<file path="src/rtl/serial_subtractor_if.sv">
// Valid/ready operand and result channels for the serial subtractor.
// The master side produces operands and consumes results; the slave side is the subtractor.
interface serial_subtractor_if #(
    parameter int WIDTH = 8
);
    logic             in_valid;
    logic             in_ready;
    logic [WIDTH-1:0] Ain;
    logic [WIDTH-1:0] Bin;
    logic             Bin_in;
    logic             out_valid;
    logic             out_ready;
    logic [WIDTH-1:0] D;
    logic             Bout;
    logic             OV;
    logic             Z;

    modport master (
        output in_valid, Ain, Bin, Bin_in, out_ready,
        input  in_ready, out_valid, D, Bout, OV, Z
    );

    modport slave (
        input  in_valid, Ain, Bin, Bin_in, out_ready,
        output in_ready, out_valid, D, Bout, OV, Z
    );
endinterface

</file>
<file path="src/rtl/serial_subtractor.sv">
// Multi-cycle subtractor: D = Ain - Bin - Bin_in, DIGIT bits per cycle with a registered borrow.
// Results (D, Bout, OV, Z) are held from one completion edge until the next.
module serial_subtractor #(
    parameter int WIDTH = 8,
    parameter int DIGIT = 1
) (
    input logic               clk,
    input logic               rst,
    serial_subtractor_if.slave bus
);
    localparam int STEPS = WIDTH / DIGIT;
    localparam int CW    = (STEPS > 1) ? $clog2(STEPS) : 1;
    localparam logic [CW-1:0] LAST = CW'(STEPS - 1);

    if (WIDTH < 2 || DIGIT < 1 || (WIDTH % DIGIT) != 0) begin : g_bad_params
        $error("serial_subtractor: WIDTH must be >= 2 and a multiple of DIGIT");
    end

    typedef enum logic [1:0] {IDLE, RUN, DONE} state_t;

    state_t           state;
    logic [WIDTH-1:0] a_sh;
    logic [WIDTH-1:0] b_sh;
    logic [WIDTH-1:0] res_sh;
    logic [WIDTH-1:0] res_next;
    logic [CW-1:0]    cnt;
    logic             borrow;
    logic             a_msb;
    logic             b_msb;
    logic [DIGIT:0]   diff;
    logic [WIDTH-1:0] d_q;
    logic             bout_q;
    logic             ov_q;
    logic             z_q;
    logic             valid_q;

    // One digit of a - b - borrow; the extra top bit is the outgoing borrow.
    assign diff = {1'b0, a_sh[DIGIT-1:0]} - {1'b0, b_sh[DIGIT-1:0]} - {{DIGIT{1'b0}}, borrow};

    // New digit enters at the MSB end so after STEPS shifts the LSB digit sits at bit 0.
    assign res_next = WIDTH'({diff[DIGIT-1:0], res_sh} >> DIGIT);

    assign bus.in_ready  = (state == IDLE) && !rst;
    assign bus.out_valid = valid_q;
    assign bus.D         = d_q;
    assign bus.Bout      = bout_q;
    assign bus.OV        = ov_q;
    assign bus.Z         = z_q;

    always_ff @(posedge clk) begin
        if (rst) begin
            state   <= IDLE;
            a_sh    <= '0;
            b_sh    <= '0;
            res_sh  <= '0;
            cnt     <= '0;
            borrow  <= 1'b0;
            a_msb   <= 1'b0;
            b_msb   <= 1'b0;
            d_q     <= '0;
            bout_q  <= 1'b0;
            ov_q    <= 1'b0;
            z_q     <= 1'b0;
            valid_q <= 1'b0;
        end else begin
            case (state)
                IDLE: begin
                    if (bus.in_valid) begin
                        a_sh   <= bus.Ain;
                        b_sh   <= bus.Bin;
                        borrow <= bus.Bin_in;
                        a_msb  <= bus.Ain[WIDTH-1];
                        b_msb  <= bus.Bin[WIDTH-1];
                        res_sh <= '0;
                        cnt    <= '0;
                        state  <= RUN;
                    end
                end
                RUN: begin
                    a_sh   <= a_sh >> DIGIT;
                    b_sh   <= b_sh >> DIGIT;
                    borrow <= diff[DIGIT];
                    res_sh <= res_next;
                    // Counter stops at LAST; the final digit publishes the result directly.
                    if (cnt == LAST) begin
                        state   <= DONE;
                        valid_q <= 1'b1;
                        d_q     <= res_next;
                        bout_q  <= diff[DIGIT];
                        ov_q    <= (a_msb != b_msb) && (res_next[WIDTH-1] != a_msb);
                        z_q     <= (res_next == '0);
                    end else begin
                        cnt <= cnt + 1'b1;
                    end
                end
                DONE: begin
                    if (bus.out_ready) begin
                        valid_q <= 1'b0;
                        state   <= IDLE;
                    end
                end
                default: state <= IDLE;
            endcase
        end
    end
endmodule

</file>
<file path="src/flat_wrapper.sv">
// flat-port wrapper written by rule: the top's interface ports become plain ports
module serial_subtractor_flat 
#(
    parameter int WIDTH = 8,
    parameter int DIGIT = 1
)
  (clk, rst, bus_in_valid, bus_Ain, bus_Bin, bus_Bin_in, bus_out_ready, bus_in_ready, bus_out_valid, bus_D, bus_Bout, bus_OV, bus_Z);
  serial_subtractor_if #(.WIDTH(WIDTH)) bus_i ();
  input logic clk;
  input logic rst;
  input wire logic [$bits(bus_i.in_valid)-1:0] bus_in_valid;
  input wire logic [$bits(bus_i.Ain)-1:0] bus_Ain;
  input wire logic [$bits(bus_i.Bin)-1:0] bus_Bin;
  input wire logic [$bits(bus_i.Bin_in)-1:0] bus_Bin_in;
  input wire logic [$bits(bus_i.out_ready)-1:0] bus_out_ready;
  output wire logic [$bits(bus_i.in_ready)-1:0] bus_in_ready;
  output wire logic [$bits(bus_i.out_valid)-1:0] bus_out_valid;
  output wire logic [$bits(bus_i.D)-1:0] bus_D;
  output wire logic [$bits(bus_i.Bout)-1:0] bus_Bout;
  output wire logic [$bits(bus_i.OV)-1:0] bus_OV;
  output wire logic [$bits(bus_i.Z)-1:0] bus_Z;
  assign bus_i.in_valid = bus_in_valid;
  assign bus_i.Ain = bus_Ain;
  assign bus_i.Bin = bus_Bin;
  assign bus_i.Bin_in = bus_Bin_in;
  assign bus_i.out_ready = bus_out_ready;
  assign bus_in_ready = bus_i.in_ready;
  assign bus_out_valid = bus_i.out_valid;
  assign bus_D = bus_i.D;
  assign bus_Bout = bus_i.Bout;
  assign bus_OV = bus_i.OV;
  assign bus_Z = bus_i.Z;
  serial_subtractor #(.WIDTH(WIDTH), .DIGIT(DIGIT)) u_core (.clk(clk), .rst(rst), .bus(bus_i));
endmodule
</file>
<file path="config.mk">
export PLATFORM = sky130hd
export DESIGN_NAME = serial_subtractor_flat
export DESIGN_NICKNAME = d
export VERILOG_FILES = /design/src/rtl/serial_subtractor_if.sv /design/src/rtl/serial_subtractor.sv /design/src/flat_wrapper.sv
export SDC_FILE = /design/constraint.sdc
export NUM_CORES = 1
export LEC_CHECK = 0
export CAP_MARGIN = 0
export CORE_MARGIN = 2
export CORE_UTILIZATION = 50
export DETAILED_ROUTE_END_ITERATION = 10
export GPL_ROUTABILITY_DRIVEN = 1
export MAX_ROUTING_LAYER = met4
export PLACE_DENSITY = 0.87
export SLEW_MARGIN = 0
export SYNTH_ARGS = -nofsm -noshare
export SYNTH_HDL_FRONTEND = slang
export SYNTH_SLANG_ARGS = --single-unit
</file>
<file path="constraint.sdc">
create_clock -name clk -period 2.23 [get_ports clk]
set_input_delay 0.669 -clock clk [delete_from_list [all_inputs] [get_ports clk]]
set_output_delay 0.669 -clock clk [all_outputs]
set_load 0.005 [all_outputs]
</file>
Word level (Yosys, flattened, before mapping):

Cells that the tools add are included.

* add/sub/neg operators: 3
* equal/unequal tests: 9
* muxes and demuxes: 18
* reductions and logical operators: 13

Operators with widths (count)
* $pmux 8 s2: 3
* $mux 8: 3
* $reduce_and 3->1: 3
* $logic_not 8->1: 1
* $mux 2: 3
* $mux 3: 2
* $ne 2x2->1 const B: 3
* $pmux 2 s3: 1
* $pmux 3 s2: 1
* $reduce_and 2->1: 3
* $pmux 1 s2: 2
* $reduce_bool 2->1: 2
* $add 3x1->3 const B: 1
* $eq 3x3->1 const B: 1
* $mux 1: 3
* $eq 2x1->1 const B: 1
* $eq 2x2->1 const B: 1
* $logic_and 1x1->1: 2
* $logic_not 2->1: 1
* $ne 1x1->1: 2
* $ne 2x1->1 const B: 1
* $sub 1x1->2: 1
* $sub 2x1->2: 1
* $logic_not 1->1: 1

* register bits: 44
* bits of input ports: 21
* output and inout port bits: 13
* word-level logic and storage cells: 56

Longest topological paths before layout:

* word-level depth: 4
* gate-level depth with buffers: 6
* gate-level depth less buffers: 5

Worst setup path before layout:

Ideal clock, no wire load.

* path type: input to output
* start: in rst
* end: out bus_in_ready
* data arrival time: 1.221 ns
* data required time: 1.561 ns
* setup slack: 0.340 ns
* cell stages on the path: 3
* buffers on the path: 2
* cell sequence: clkbuf_1 > buf_2 > nor3_1

* longest elaborated chain between the ends: 2

Ends and longest elaborated chain
* start, declared: RTL line flat_wrapper.sv:10 `input logic rst;`
* $logic_not 1->1: RTL line serial_subtractor.sv:43 `assign bus.in_ready = (state == IDLE) && !rst;`
* $logic_and 1x1->1: RTL line serial_subtractor.sv:43
* end, declared: RTL line flat_wrapper.sv:16 `output wire logic [$bits(bus_i.in_ready)-1:0] bus_in_ready;`

No other way between the ends.

Worst setup path in the final report:

Same ends and word-level chain as after synthesis.

==> run summary <==
status: completed
DRT antenna net count: 0
synthesized net count: 240
Area Growth Syn to Fin: 22.9%
synthesized area per cell: 8.67 sq um
Design Area, Final: 2300 sq um
total grt overflow: 0
max_cap viols: 0
nets: 271
CP max-delay cell: clkdlybuf4s50_1
Remaining DRCs: 0
vias: 1,608
Worst VDD drop: 0.345 mV
M1 WL: 1710 um
DR top layer: met4
Synth Register Bits: 43
setup ws final: 0.0995 ns
worst hold slack: 0.457 ns
total net switching power: 0.378 mW
crit path time final: 2.13 ns
distinct cell type count after synthesis: 34
clock root buffer: clkbuf_8
Initial Util: 0.515
Seq/Total Area, Yosys: 0.460
Comb power frac: 0.136
Final Non-Filler Cells: 296
DP Wirelength: 2490 um
CP max FO: 2
met2 wire len: 1780 um
Hold Buf Count CTS: 0
mapped cell area: 1870 sq um
Met3 Routed Length: 169 um
pre-CTS WS: -0.183 ns
Port Buffers: 33
dpl cell area: 2220 sq um
Yosys Warn Count: 0
critical path data required time: 1.56 ns
most frequent cells in the layout: dfxtp_1, nand2_1, clkdlybuf4s50_1
Routed WL: 3730 um
routed vias/inst: 5.43
synthesized instance count: 216
Ant. Diodes: 0
Least-Margin Pin Slew: 0.589 ns
total placed cells including tap cells: 288
Fill cells: 315
Yosys top cell area share: 0.460
die area: 4250 sq um
die span in x: 65.2 um
Slew Viols, Final: 0
largest net degree at the start of global routing: 45
Total Power: 1.50 mW
CP Capture Type: output pin
post-synth top area cell: dfxtp_1
share of cells above drive strength 1: 0.109
Final Util: 0.634
f_max: 0.469 GHz
Pre-antenna DRT Iters: 4
Rel. slew slack: 0.607
clock network fraction of design power: 0.316
CP arrival: 1.46 ns
clk_lat worst skew: 0.29 ns
CP startpoint kind: input port
cell area power density: 651 nW/um^2
I/O pins: 34
RD Place Congestion: 0.777
clock tree sinks: 43
starting DRC count in detailed routing: 133
CTS tree: yes
Final period util: 0.955
global-route usage over all layers: 0.200
commonest non-fill, non-tap cell in the layout: dfxtp_1
floorplan row count: 22
Cell Chain, Critical Path: clkdlybuf4s50_1 > nor3_1 > dlygate4sd2_1
switching portion of total power: 0.252
Worst Skew: 0.00367 ns
CP Class: in2out
H-tree levels: 2
top cells by area, synth: dfxtp_1, nand2_1, a21oi_1
leakage power: 0.847 nW
first-pass GRT wire length: 6350 um
internal power: 1.12 mW
die height: 65.2 um
Setup Viol. Count Final: 0
vias in the first global route: 1,428
Fin. Hold Viols: 0
HP Class: reg2reg
clk slew on worst S/H paths: 0.07 ns
wire per inst: 12.6 um
Clock Path Buffers: 2
post-route setup TNS: 0 ns
RSZ-0062 raised after global routing: no
cts bufs inserted: 5
initial antenna violation count: 0
Crit path largest cell delay: 0.41 ns
Reg power frac: 0.548
core area: 3630 sq um
==> synth_stat cells, drive strengths merged <==
cell type  count
a211oi        17
a21oi         28
a221oi         1
a22oi          6
a2bb2oi        1
a31oi          3
and2b          1
and3b          2
buf           13
clkbuf         4
dfxtp         43
fa             1
ha             2
inv            1
mux2i          2
nand2         39
nand2b         1
nand3          6
nand3b         2
nor2          27
nor2b          4
nor3           2
nor3b          1
nor4           1
nor4b          1
o21ai          1
o21ba          1
o21bai         1
o22ai          2
or2            1
or3b           1
==> per-layer routing <==
metal,vias up,GRT usage
met1,756,0.239
met3,5,0.0514
met4,0,0.0859
met2,32,0.319
met5,-,-
li1,815,-
==> state kept, by name, indices dropped and copies added, names as in the netlist <==
register	count
u_core.bus.OV	1
u_core.res_sh	7
u_core.state	2
u_core.a_msb	1
u_core.bus.out_valid	1
u_core.cnt	3
u_core.a_sh	8
u_core.bus.Z	1
u_core.bus.Bout	1
u_core.bus.D	8
u_core.b_sh	8
u_core.b_msb	1
u_core.borrow	1
==> power by group through the flow <==
stage | registers [mW] | clock network [mW] | logic, mW
6_report | 0.821 | 0.473 | 0.204
3_5_place_dp | 0.838 | 0 | 0.205
4_1_cts | 0.820 | 0.483 | 0.206
2_1_floorplan | 0.833 | 0 | 0.145
5_1_grt | 0.825 | 0.508 | 0.226
3_3_place_gp | 0.837 | 0 | 0.201
==> worst max-delay path: cells and delay by family <==
kind,cells,cell delay [ns]
buffers and inverters,2,0.66
AND/OR/NAND/NOR,1,0.13
==> timing repair <==
action                     4_1_cts  5_1_grt
resized for setup                1        0
buffers inserted                 0        0
setup endpoints to repair        1        0
==> path summary, 6_finish.rpt <==
path	end	slack, ns	depth (start not counted)	start
hold / removal	u_core.bus.Bout	0.46	2	u_core.bus.Bout
setup / recovery	bus_in_ready	0.1	3	rst
setup reg to reg	u_core.bus.OV	0.45	5	u_core.cnt[1]
hold reg to reg	u_core.bus.Bout	0.46	2	u_core.bus.Bout
==> cells by family after synthesis <==
family	synth area share
AO/OA/AOI/OAI	0.235
multiplexers	0.0107
buffers and inverters	0.0561
AND/OR/NAND/NOR	0.214
flip-flops	0.460
adder cells (fa/ha/maj)	0.0240
==> final cells by class <==
class | instances | area [sq um] | area share
multi-input combinational | 155 | 907 | 0.394
sequential | 43 | 861 | 0.374
timing repair buffer | 41 | 389 | 0.169
clock buffer | 7 | 76.3 | 0.0332
tap | 48 | 60.1 | 0.0261
clock inverter | 1 | 5.00 | 0.00217
inverter | 1 | 3.75 | 0.00163
(Power assumes the default switching activity.)
